## src/rtl/reward_spawner_if.sv

```systemverilog
// Signal bundle between the game FSM / overlay side (master) and the reward spawner (slave).
interface reward_spawner_if;
  logic       game_run;
  logic       tick;
  logic [5:0] head_x;
  logic [5:0] head_y;
  logic [5:0] food_x;
  logic [5:0] food_y;
  logic       set_require;
  logic       enable_reward;
  logic [5:0] random_xpos;
  logic [5:0] random_ypos;
  logic [1:0] reward_type;
  logic       reward_hit;
  logic [1:0] reward_hit_type;

  modport master (
    output game_run, tick, head_x, head_y, food_x, food_y,
    input  set_require, enable_reward, random_xpos, random_ypos, reward_type,
    input  reward_hit, reward_hit_type
  );

  modport slave (
    input  game_run, tick, head_x, head_y, food_x, food_y,
    output set_require, enable_reward, random_xpos, random_ypos, reward_type,
    output reward_hit, reward_hit_type
  );
endinterface

```

## src/rtl/reward_spawner.sv

```systemverilog
// Reward spawner: waits, places a reward on a free grid cell from an LFSR, blinks it near the end
// of its lifetime and reports when the snake head collects it.
module reward_spawner #(
  parameter int unsigned GRID_W      = 28,
  parameter int unsigned GRID_H      = 18,
  parameter int unsigned DELAY_TICKS = 40,
  parameter int unsigned LIFE_TICKS  = 60,
  parameter int unsigned BLINK_TICKS = 10,
  parameter logic [15:0] LFSR_SEED   = 16'hACE1
) (
  input logic              clk,
  input logic              rst,
  reward_spawner_if.slave  rs_io
);

  localparam int unsigned MaxTicks  = (DELAY_TICKS > LIFE_TICKS) ? DELAY_TICKS : LIFE_TICKS;
  localparam int unsigned CntW      = $clog2(MaxTicks) + 1;
  localparam logic [CntW-1:0] DelayLast = CntW'(DELAY_TICKS - 1);
  localparam logic [CntW-1:0] LifeLast  = CntW'(LIFE_TICKS - 1);
  // Last count value before blinking begins; a tick at or beyond it toggles visibility.
  localparam logic [CntW-1:0] BlinkLast = CntW'(LIFE_TICKS - BLINK_TICKS - 1);
  localparam logic [6:0]      GridW7    = 7'(GRID_W);
  localparam logic [6:0]      GridH7    = 7'(GRID_H);

  typedef enum logic [1:0] {StIdle, StWait, StPlace, StActive} state_e;

  state_e          state_q, state_d;
  logic [CntW-1:0] cnt_q, cnt_d;
  logic [15:0]     lfsr_q, lfsr_d;
  logic [5:0]      xpos_q, xpos_d;
  logic [5:0]      ypos_q, ypos_d;
  logic [1:0]      type_q, type_d;
  logic            enable_q, enable_d;
  logic            hit_q, hit_d;
  logic [1:0]      hit_type_q, hit_type_d;

  logic [5:0] cand_x, cand_y;
  logic [1:0] cand_t;
  logic       cand_ok, head_match, lfsr_fb;

  assign lfsr_fb = lfsr_q[15] ^ lfsr_q[13] ^ lfsr_q[12] ^ lfsr_q[10];
  assign cand_x  = lfsr_q[5:0];
  assign cand_y  = lfsr_q[11:6];
  assign cand_t  = lfsr_q[13:12];

  assign cand_ok = ({1'b0, cand_x} < GridW7) && ({1'b0, cand_y} < GridH7) &&
                   (cand_t != 2'b00) &&
                   !((cand_x == rs_io.food_x) && (cand_y == rs_io.food_y)) &&
                   !((cand_x == rs_io.head_x) && (cand_y == rs_io.head_y));

  assign head_match = (rs_io.head_x == xpos_q) && (rs_io.head_y == ypos_q);

  always_comb begin
    state_d    = state_q;
    cnt_d      = cnt_q;
    lfsr_d     = {lfsr_q[14:0], lfsr_fb};
    xpos_d     = xpos_q;
    ypos_d     = ypos_q;
    type_d     = type_q;
    enable_d   = enable_q;
    hit_d      = 1'b0;
    hit_type_d = hit_type_q;

    if (!rs_io.game_run) begin
      state_d  = StIdle;
      cnt_d    = '0;
      xpos_d   = '0;
      ypos_d   = '0;
      type_d   = '0;
      enable_d = 1'b0;
    end else begin
      unique case (state_q)
        StIdle: begin
          state_d = StWait;
          cnt_d   = '0;
        end
        StWait: begin
          if (rs_io.tick) begin
            if (cnt_q == DelayLast) begin
              state_d = StPlace;
              cnt_d   = '0;
            end else begin
              cnt_d = cnt_q + 1'b1;
            end
          end
        end
        StPlace: begin
          if (cand_ok) begin
            state_d  = StActive;
            cnt_d    = '0;
            xpos_d   = cand_x;
            ypos_d   = cand_y;
            type_d   = cand_t;
            enable_d = 1'b1;
          end
        end
        StActive: begin
          // A hit takes priority over expiry on the same cycle.
          if (head_match) begin
            hit_d      = 1'b1;
            hit_type_d = type_q;
            state_d    = StWait;
            cnt_d      = '0;
            xpos_d     = '0;
            ypos_d     = '0;
            type_d     = '0;
            enable_d   = 1'b0;
          end else if (rs_io.tick) begin
            if (cnt_q == LifeLast) begin
              state_d  = StWait;
              cnt_d    = '0;
              xpos_d   = '0;
              ypos_d   = '0;
              type_d   = '0;
              enable_d = 1'b0;
            end else begin
              cnt_d = cnt_q + 1'b1;
              if (cnt_q >= BlinkLast) enable_d = ~enable_q;
            end
          end
        end
        default: state_d = StIdle;
      endcase
    end
  end

  always_ff @(posedge clk) begin
    if (rst) begin
      state_q    <= StIdle;
      cnt_q      <= '0;
      lfsr_q     <= LFSR_SEED;
      xpos_q     <= '0;
      ypos_q     <= '0;
      type_q     <= '0;
      enable_q   <= 1'b0;
      hit_q      <= 1'b0;
      hit_type_q <= '0;
    end else begin
      state_q    <= state_d;
      cnt_q      <= cnt_d;
      lfsr_q     <= lfsr_d;
      xpos_q     <= xpos_d;
      ypos_q     <= ypos_d;
      type_q     <= type_d;
      enable_q   <= enable_d;
      hit_q      <= hit_d;
      hit_type_q <= hit_type_d;
    end
  end

  assign rs_io.set_require     = (state_q == StActive);
  assign rs_io.enable_reward   = enable_q;
  assign rs_io.random_xpos     = xpos_q;
  assign rs_io.random_ypos     = ypos_q;
  assign rs_io.reward_type     = type_q;
  assign rs_io.reward_hit      = hit_q;
  assign rs_io.reward_hit_type = hit_type_q;

endmodule
```

## src/flat_wrapper.sv

```systemverilog
// flat-port wrapper written by rule: the top's interface ports become plain ports
module reward_spawner_flat 
#(
  parameter int unsigned GRID_W      = 28,
  parameter int unsigned GRID_H      = 18,
  parameter int unsigned DELAY_TICKS = 40,
  parameter int unsigned LIFE_TICKS  = 60,
  parameter int unsigned BLINK_TICKS = 10,
  parameter logic [15:0] LFSR_SEED   = 16'hACE1
)
  (clk, rst, rs_io_game_run, rs_io_tick, rs_io_head_x, rs_io_head_y, rs_io_food_x, rs_io_food_y, rs_io_set_require, rs_io_enable_reward, rs_io_random_xpos, rs_io_random_ypos, rs_io_reward_type, rs_io_reward_hit, rs_io_reward_hit_type);
  reward_spawner_if rs_io_i ();
  input logic clk;
  input logic rst;
  input wire logic [$bits(rs_io_i.game_run)-1:0] rs_io_game_run;
  input wire logic [$bits(rs_io_i.tick)-1:0] rs_io_tick;
  input wire logic [$bits(rs_io_i.head_x)-1:0] rs_io_head_x;
  input wire logic [$bits(rs_io_i.head_y)-1:0] rs_io_head_y;
  input wire logic [$bits(rs_io_i.food_x)-1:0] rs_io_food_x;
  input wire logic [$bits(rs_io_i.food_y)-1:0] rs_io_food_y;
  output wire logic [$bits(rs_io_i.set_require)-1:0] rs_io_set_require;
  output wire logic [$bits(rs_io_i.enable_reward)-1:0] rs_io_enable_reward;
  output wire logic [$bits(rs_io_i.random_xpos)-1:0] rs_io_random_xpos;
  output wire logic [$bits(rs_io_i.random_ypos)-1:0] rs_io_random_ypos;
  output wire logic [$bits(rs_io_i.reward_type)-1:0] rs_io_reward_type;
  output wire logic [$bits(rs_io_i.reward_hit)-1:0] rs_io_reward_hit;
  output wire logic [$bits(rs_io_i.reward_hit_type)-1:0] rs_io_reward_hit_type;
  assign rs_io_i.game_run = rs_io_game_run;
  assign rs_io_i.tick = rs_io_tick;
  assign rs_io_i.head_x = rs_io_head_x;
  assign rs_io_i.head_y = rs_io_head_y;
  assign rs_io_i.food_x = rs_io_food_x;
  assign rs_io_i.food_y = rs_io_food_y;
  assign rs_io_set_require = rs_io_i.set_require;
  assign rs_io_enable_reward = rs_io_i.enable_reward;
  assign rs_io_random_xpos = rs_io_i.random_xpos;
  assign rs_io_random_ypos = rs_io_i.random_ypos;
  assign rs_io_reward_type = rs_io_i.reward_type;
  assign rs_io_reward_hit = rs_io_i.reward_hit;
  assign rs_io_reward_hit_type = rs_io_i.reward_hit_type;
  reward_spawner #(.GRID_W(GRID_W), .GRID_H(GRID_H), .DELAY_TICKS(DELAY_TICKS), .LIFE_TICKS(LIFE_TICKS), .BLINK_TICKS(BLINK_TICKS), .LFSR_SEED(LFSR_SEED)) u_core (.clk(clk), .rst(rst), .rs_io(rs_io_i));
endmodule
```

## config.mk

```make
export PLATFORM = sky130hd
export DESIGN_NAME = reward_spawner_flat
export DESIGN_NICKNAME = d
export VERILOG_FILES = /design/src/rtl/reward_spawner_if.sv /design/src/rtl/reward_spawner.sv /design/src/flat_wrapper.sv
export SDC_FILE = /design/constraint.sdc
export NUM_CORES = 1
export LEC_CHECK = 0
export ABC_AREA = 1
export CORE_MARGIN = 1
export CORE_UTILIZATION = 56
export CTS_CLUSTER_DIAMETER = 30
export CTS_CLUSTER_SIZE = 14
export DETAILED_ROUTE_END_ITERATION = 10
export PLACE_DENSITY = 0.85
export SLEW_MARGIN = 20
export SYNTH_ARGS = -nofsm -noshare
export SYNTH_HDL_FRONTEND = slang
export SYNTH_SLANG_ARGS = --single-unit
```

## constraint.sdc

```tcl
create_clock -name clk -period 4.3 [get_ports clk]
set_input_delay 0.86 -clock clk [delete_from_list [all_inputs] [get_ports clk]]
set_output_delay 0.86 -clock clk [all_outputs]
set_load 0.01 [all_outputs]
```

==> run metrics, run 1 <==
syn_nets=413; Cell Area, Synth=~2500 um^2; Crit Path Class=input pin to flop; Max Root-Sink Buffers=2; Critical Path AT=approximately 2.8 ns; Synth-to-Final Area Change=22.6%; final hold vios=0; Relative slew margins=0.653; DP HPWL=~4600 um; PostCTS Resize Cnt=0; TNS Setup=0 ns; Vias/cell=around 5.1; unrepaired setup endpoints after global routing=no; all-layer global routing usage=0.268; Peak Freq=0.379 GHz; Worst-Margin Slew=0.520 ns; Yosys reg bits=43; total gr overflow=0; leading area contributor after synthesis=dfxtp_1; number of buffers added on ports=46; Total Nets Final=459; Pins Over Slew Limit=0; status=finished clean; DR WL met3=between 300 and 400 um; GPL Wtd Cong=0.931; DR top layer=met4; Iter 0 DRT Violations=203; die height=69.4 um; Compound-Gate Fraction of Synth Area=0.0487; Die X=69.4 um; initial antenna violation count=0; asr flop ratio synth=0; CP Launch Type=input pin; number of max-cap violations=0; Synth Area in Adders=0.0295; Sink Count=43; Clock Skews=0.00883 ns; largest net degree at the start of global routing=22; Core ar.=approximately 4400 um^2; worst path required time=4.50 ns; peak supply drop=0.232 mV; post-synthesis sequential area ratio=0.338; drt wl/cell=12.7 um; fin crit period=around 2.6 ns; Post-synth top cells=nand2_1, inv_1, dfxtp_1; P_leak=0.00142 uW; final setup vio count=0; first-pass GRT wire length=10300 um; post-synth cell types=29; post-synthesis mux area share=0; CP endpoint kind=flop; post-CTS setup buffers=0; die area=about 4800 um^2; # rows=24; Clock Tree Root=clkbuf_8; Diodes inserted=0; CTS Hold Bufs=0; peak fanout along the critical path=15; CTS buffer count=5; Final ANT Viol Nets=0; layout cells sized above 1=0.0775; DRT Wirelength=6080 um; Post-route DRC=0; HP Class=flop to flop; clock slew at reported path FFs=0.09 ns; hold_ws=0.415 ns; most frequent cell after synthesis=nand2_1; predominant post-synthesis flop cell=dfxtp_1; Metal-1 WL=2680 um; P per Cell Area=296 nW/um^2; CTS tree=built; simple-gate share of the synthesized area=0.366; final worst path period share=0.613; H-tree depth=2; I/O pin cnt=47; via count=2441; Syn. warnings=0; Post-synth EDFFs=0; initial core utilization=0.584; synth top area cells=dfxtp_1, nand2_1, xnor2_1; worst-skew pair later-pin latency=approximately 0.31 ns; Post-Synthesis Mean Instance Area=6.71 um^2; routed wl met2=2880 um; Syn Inst Count=379; largest family of logic cells by synthesized area=simple AND/OR/NAND/NOR gates; Synth top area share=0.338; xor-xnor portion of the synthesized cell area=0.103; vias in the first global route=between 2k and 2.5k; router iterations before antenna repair=4
## layout make-up
class                   count  area (um^2)
multi-input cells         266         1390
inverters                  63          243
repair buffers             46          460
flip-flops and latches     43          861
clock inverters             3         26.3
fillers                   361         1240
clock buffers               5         68.8
well taps                  52         65.1
## routing by layer
layer	global-route usage	vias up
met5	0	-
met4	0.118	0
met3	0.0567	15
met2	0.436	85
met1	0.340	1087
li1	-	1254
## path summary, 6_finish.rpt
kind / slack (ns) / to / start / depth (start not counted)
worst max-delay path: 1.66 / u_core.rs_io.random_ypos[2] / rst / 6
worst min register to register: 0.41 / u_core.lfsr_q[15] / u_core.lfsr_q[14] / 1
worst min-delay path: 0.41 / u_core.lfsr_q[15] / u_core.lfsr_q[14] / 1
worst max register to register: 2.42 / u_core.rs_io.random_xpos[4] / u_core.lfsr_q[10] / 11
## cells in the final DEF (no fill, tap or decap), types with 4 or more instances in the layout
master / n
nand3_1: 17
nand2_1: 114
o21ai_0: 4
inv_1: 57
clkbuf_8: 5
xor2_1: 5
a21oi_1: 18
nand4_1: 10
nor2_1: 39
inv_2: 4
clkdlybuf4s50_1: 46
dfxtp_1: 43
xnor2_1: 25
ha_1: 6
nor3_1: 7
nand3_2: 5
## registers in the layout (all words and copies together), names as in the netlist
| name | count |
|---|---|
| u_core.lfsr_q | 16 |
| u_core.cnt_q | 7 |
| u_core.rs_io.random_xpos | 6 |
| u_core.rs_io.random_ypos | 6 |
| u_core.rs_io.reward_hit_type | 2 |
| u_core.rs_io.reward_type | 2 |
| u_core.state_q | 2 |
| u_core.rs_io.enable_reward | 1 |
| u_core.rs_io.reward_hit | 1 |
## stage by stage
stage | cells | worst slack (ns) | area (um^2) | utilization | power, uW
3_5_place_dp | 470 | 1.35 | 3020 | 0.694 | 655
6_report | 478 | 1.66 | 3120 | 0.716 | 921
5_1_grt | 478 | 1.54 | 3120 | 0.716 | 975
4_1_cts | 478 | 1.68 | 3120 | 0.716 | 925
3_3_place_gp | 470 | 1.51 | 3020 | 0.694 | 648
2_1_floorplan | 379 | 2.33 | 2540 | - | 587
## power breakdown
part | internal [uW] | switching (uW)
registers | 418 | 21.9
logic | 92.6 | 116
clock network | 119 | 154
total | 630 | 292
## worst max-delay path: stages
cell and delay, ns:
clkdlybuf4s50_1 0.76, inv_1 0.21, nand2_1 0.40, inv_1 0.37, nand2_1 0.17, nor2_1 0.06
## cell families after synthesis
kind of cell    Yosys count
compound gates           24
xor+xnor                 30
fa+ha+maj                 6
buf+inv                  70
flops                    43
simple gates            206
(Power assumes the default switching activity.)
==> run 2, diff against run 1 <==
--- a/config.mk
+++ b/config.mk
@@ -7,11 +7,11 @@
 export LEC_CHECK = 0
 export ABC_AREA = 1
 export CORE_MARGIN = 1
-export CORE_UTILIZATION = 56
+export CORE_UTILIZATION = 52
 export CTS_CLUSTER_DIAMETER = 30
 export CTS_CLUSTER_SIZE = 14
 export DETAILED_ROUTE_END_ITERATION = 10
-export PLACE_DENSITY = 0.85
+export PLACE_DENSITY = 0.79
 export SLEW_MARGIN = 20
 export SYNTH_ARGS = -nofsm -noshare
 export SYNTH_HDL_FRONTEND = slang
==> constraint.sdc (replaced) <==
create_clock -name clk -period 2.5 [get_ports clk]
set_input_delay 0.5 -clock clk [delete_from_list [all_inputs] [get_ports clk]]
set_output_delay 0.5 -clock clk [all_outputs]
set_load 0.01 [all_outputs]
==> run 2 against run 1 <==
  * Global-route usage is 2.7 points lower
  * Critical path depth is 4 lower
  * Die area is 7.5% higher
  * Largest cell class unchanged
  * Register-to-register slack worse by 1.8 ns
  * Sequential share of layout area is 0.21 points lower
  * Worst hold slack better by 0.012 ns
  * Highest routed layer unchanged
  * Non-clock buffer count is 2 higher
  * Via count is 0.53% lower
  * Critical endpoint is now rs_io_set_require
  * Power is 70% higher
  * Flip-flop and latch count stayed put
  * Routed wire length is 3.6% lower
  * Combinational power is 74% higher
==> run metrics, run 2 (synthesis results as in run 1) <==
status=finished clean; Iter 0 DRT Violations=123; PostCTS Resize Cnt=0; Post-route DRC=0; Pins Over Slew Limit=0; initial core utilization=0.539; Combinational Power Share=0.233; vias in the first global route=2195; GPL Wtd Cong=0.860; Crit Path Class=flop to output port; peak fanout along the critical path=8; worst-skew pair later-pin latency=between 0.3 and 0.4 ns; Diodes inserted=0; all-layer global routing usage=0.240; multi-input logic area=1390 um^2; crit-path max cell delay=roughly 0.61 ns; DP HPWL=4390 um; post-placement cell area=3060 um^2; clock slew at reported path FFs=roughly 0.080 ns; Synth-to-Final Area Change=23.5%; Total Nets Final=roughly 460; final hold vios=0; Vias/cell=between 4 and 5; Max Root-Sink Buffers=2; clock share of power=0.284; switching share of power=0.312; CP Launch Type=flop; initial antenna violation count=0; largest reg by FF count=u_core.lfsr_q; drt wl/cell=11.8 um; I/O pin cnt=47; Crit-path slowest cell=clkdlybuf4s50_1; Relative slew margins=0.641; die area=5180 um^2; number of max-cap violations=0; CTS buffer count=5; Net Sw Power=487 uW; cell area after layout=3140 um^2; first-pass GRT wire length=9660 um; die height=71.9 um; P_leak=0.00142 uW; TNS Setup=0 ns; number of buffers added on ports=46; # rows=25; Sink Count=43; CTS Hold Bufs=0; Core ar.=4720 um^2; FF/Latch Area=861 um^2; Final ANT Viol Nets=0; sequential power share=0.483; via count=2428; peak supply drop=0.309 mV; CP endpoint kind=output port; Die X=71.9 um; router iterations before antenna repair=4; Worst-Margin Slew=around 0.54 ns; largest registers=u_core.lfsr_q x16, u_core.cnt_q x7; fill cell count=406; Final Non-Filler Cells=a little under 500; H-tree depth=2; layout cells sized above 1=0.0794; FF-to-FF setup slack=0.63 ns; Critical Path AT=1.72 ns; final setup margin=around 0.28 ns; fin crit period=approximately 2.2 ns; unrepaired setup endpoints after global routing=no; Peak Freq=0.451 GHz; CP cell instances=ha_1 > clkdlybuf4s50_1; commonest cells after routing, fill and taps aside=nand2_1, inv_1, clkdlybuf4s50_1; final setup vio count=0; final worst path period share=0.888; max reg flops=16; Placed Cells=487; most common cell after layout, fill and taps aside=nand2_1; pre-CTS WS=0.0278 ns; DRT Wirelength=between 5000 and 6000 um; worst path required time=about 2 ns; Clock Tree Root=clkbuf_8; largest net degree at the start of global routing=22; total gr overflow=0; post-CTS setup buffers=0; Clock Skews=0.00968 ns; HP Class=flop to flop; CTS tree=built; Int Power=1080 uW; P per Cell Area=497 nW/um^2
run 2: cell count changes in the layout (fill, tap and decap cells not counted):
cell	delta
clkinv_4	-1
clkbuf_1	+1
inv_6	-2
clkinv_2	+1
buf_4	+2
clkinvlp_4	+1
run 2: per-layer routing:
layer	global-route usage	share of wire
met3	0.0403	0.042
met5	0	0
met1	0.325	0.49
met4	0.100	0.021
met2	0.383	0.44
run 2: area by class of cell:
| type | count | share of cell area |
|---|---|---|
| clock buffers | 6 | 0.0231 |
| clock inverters | 2 | 0.00398 |
| flip-flops and latches | 43 | 0.274 |
| repair buffers | 48 | 0.151 |
| well taps | 67 | 0.0267 |
| inverters | 63 | 0.0773 |
| multi-input cells | 266 | 0.444 |
run 2: power groups by stage:
stage / clock, uW / sequential (uW) / combinational [uW]
after floorplan: 0 / 767 / 243
after global routing: 482 / 759 / 410
final: 444 / 754 / 363
after CTS: 451 / 754 / 362
after detailed placement: 0 / 770 / 360
after global placement: 0 / 770 / 352
run 2: worst paths after layout:
kind | start | endpoint | cells past startpoint
setup / recovery | u_core.state_q[0] | rs_io_set_require | 2
hold / removal | u_core.lfsr_q[14] | u_core.lfsr_q[15] | 1
setup reg to reg | u_core.state_q[0] | u_core.rs_io.reward_hit_type[1] | 6
hold reg to reg | u_core.lfsr_q[14] | u_core.lfsr_q[15] | 1
run 2: per-stage QoR:
stage          hold WS (ns)   util  total power, uW
2_1_floorplan         0.389      -             1010
3_3_place_gp          0.397  0.647             1120
3_5_place_dp          0.402  0.647             1130
4_1_cts               0.431  0.665             1570
5_1_grt               0.450  0.665             1650
6_report              0.426  0.665             1560
run 2: worst max-delay path: cells and delay by family (launching register included):
kind | cells | cell delay (ns)
DFF | 1 | 0.40
adders and majority gates | 1 | 0.41
buffers and inverters | 1 | 0.61
==> run 3, diff against run 2 <==
--- a/config.mk
+++ b/config.mk
@@ -11,7 +11,8 @@
 export CTS_CLUSTER_DIAMETER = 30
 export CTS_CLUSTER_SIZE = 14
 export DETAILED_ROUTE_END_ITERATION = 10
-export PLACE_DENSITY = 0.79
+export GPL_ROUTABILITY_DRIVEN = 1
+export PLACE_DENSITY = 0.77
 export SLEW_MARGIN = 20
 export SYNTH_ARGS = -nofsm -noshare
 export SYNTH_HDL_FRONTEND = slang
==> run 3 against run 2 <==
  * Via count is 0.25% lower
  * Global-route usage hardly changed
  * Design area is 1.0% higher
  * Largest power group unchanged
  * Register-to-register slack better by 0.02 ns
  * Critical path depth stayed put
  * Count of clock-buffer cells in the layout stayed put
==> run metrics, run 3 (synthesis results as in run 1) <==
most common cell after layout, fill and taps aside=nand2_1; all-layer global routing usage=0.240; initial antenna violation count=0; routed wl met2=2630 um; vias in the first global route=about 2.2k; Crit Path Class=flop to output port; Worst-Margin Slew=0.528 ns; H-tree depth=2; first-pass GRT wire length=between 9000 and 10000 um; peak fanout along the critical path=8; Util after Layout=0.672; CP endpoint kind=output port; peak supply drop=0.311 mV; Core ar.=4720 um^2; Vias/cell=4.89; GPL Wtd Cong=roughly 0.9; hold_ws=0.415 ns; Post-route DRC=0; Pins Over Slew Limit=0; Worst Path Buf+Inv=1; DP HPWL=4390 um; clock slew at reported path FFs=roughly 0.08 ns; Clock Skews=~0.0063 ns; worst path required time=2.00 ns; Total Nets Final=461; P_leak=0.00144 uW; crit-path max cell delay=0.61 ns; layout cells sized above 1=0.0818; number of buffers added on ports=46; CTS Hold Bufs=0; final hold vios=0; final setup margin=0.297 ns; Synth-to-Final Area Change=24.8%; final worst path period share=0.881; worst-skew pair later-pin latency=0.30 ns; Max Root-Sink Buffers=2; fin crit period=2.20 ns; Final Non-Filler Cells=between 400 and 500; number of max-cap violations=0; Critical Path AT=1.70 ns; largest net degree at the start of global routing=22; pre-CTS WS=0.0828 ns; CP cell instances=ha_1 > clkdlybuf4s50_1; DRT Wirelength=around 6000 um; DR WL met3=365 um; Crit-path slowest cell=clkdlybuf4s50_1; die area=5180 um^2; P per Cell Area=530 nW/um^2; Iter 0 DRT Violations=123; unrepaired setup endpoints after global routing=no; initial core utilization=0.539; Die X=71.9 um; fill cell count=426; commonest cells after routing, fill and taps aside=nand2_1, inv_1, clkdlybuf4s50_1; CTS tree=built; # rows=25; Peak Freq=0.454 GHz; I/O pin cnt=47; CTS buffer count=5; largest registers=u_core.lfsr_q x16, u_core.cnt_q x7; post-CTS setup buffers=0; crit-path leading delay family=buffers and inverters; DR top layer=met4; via count=2422; router iterations before antenna repair=4; final setup vio count=0; PostCTS Resize Cnt=0; max reg flops=16; total gr overflow=0; die height=71.9 um; TNS Setup=0 ns; drt wl/cell=~12 um; largest reg by FF count=u_core.lfsr_q; Final ANT Viol Nets=0; Diodes inserted=0; HP Class=flop to flop; Metal-1 WL=2790 um; Relative slew margins=0.648; Clock Tree Root=clkbuf_8; CP Launch Type=flop; Sink Count=43; status=finished clean; Placed Cells=487
[run 3: path summary, 6_finish.rpt]
| path | startpoint | endpoint | slack, ns | cells after the start |
|---|---|---|---|---|
| hold reg to reg | u_core.lfsr_q[14] | u_core.lfsr_q[15] | 0.41 | 1 |
| hold / removal | u_core.lfsr_q[14] | u_core.lfsr_q[15] | 0.41 | 1 |
| setup / recovery | u_core.state_q[0] | rs_io_set_require | 0.30 | 2 |
| setup reg to reg | u_core.state_q[0] | u_core.rs_io.reward_hit_type[1] | 0.65 | 6 |
[run 3: worst register-to-register path, cell delays in order (launching register included)]
cell and delay, ns:
dfxtp_1 0.39, ha_1 0.41, inv_1 0.36, nor2_1 0.34
nand2_1 0.12, nand2_1 0.07, a21oi_1 0.05
[run 3: per-layer routing]
layer | vias up | track usage
met3 | 6 | 0.0444
met4 | 0 | 0.0675
met2 | 77 | 0.392
met1 | 1091 | 0.325
met5 | - | 0
li1 | 1248 | -
[run 3: report_power, final]
| part | leakage [uW] | internal (uW) | switching (uW) |
|---|---|---|---|
| Sequential | 0.000352 | 719 | 36.4 |
| Clock | 0.0000612 | 323 | 244 |
| Combinational | 0.00102 | 162 | 200 |
| Total | 0.00144 | 1200 | 480 |
[run 3: cell type report]
class | instances | area (um^2) | share of cell area
clock inverters | 2 | 35.0 | 0.0110
repair buffers | 48 | 475 | 0.150
well taps | 67 | 83.8 | 0.0264
flip-flops and latches | 43 | 861 | 0.271
multi-input cells | 266 | 1390 | 0.439
clock buffers | 6 | 82.6 | 0.0260
inverters | 63 | 243 | 0.0765
[run 3: stage by stage]
stage	total power [uW]	instance area, um^2
after CTS	1690	3170
final	1680	3170
after detailed placement	1130	3060
after global placement	1120	3060
after floorplan	1010	2540
after global routing	1770	3170
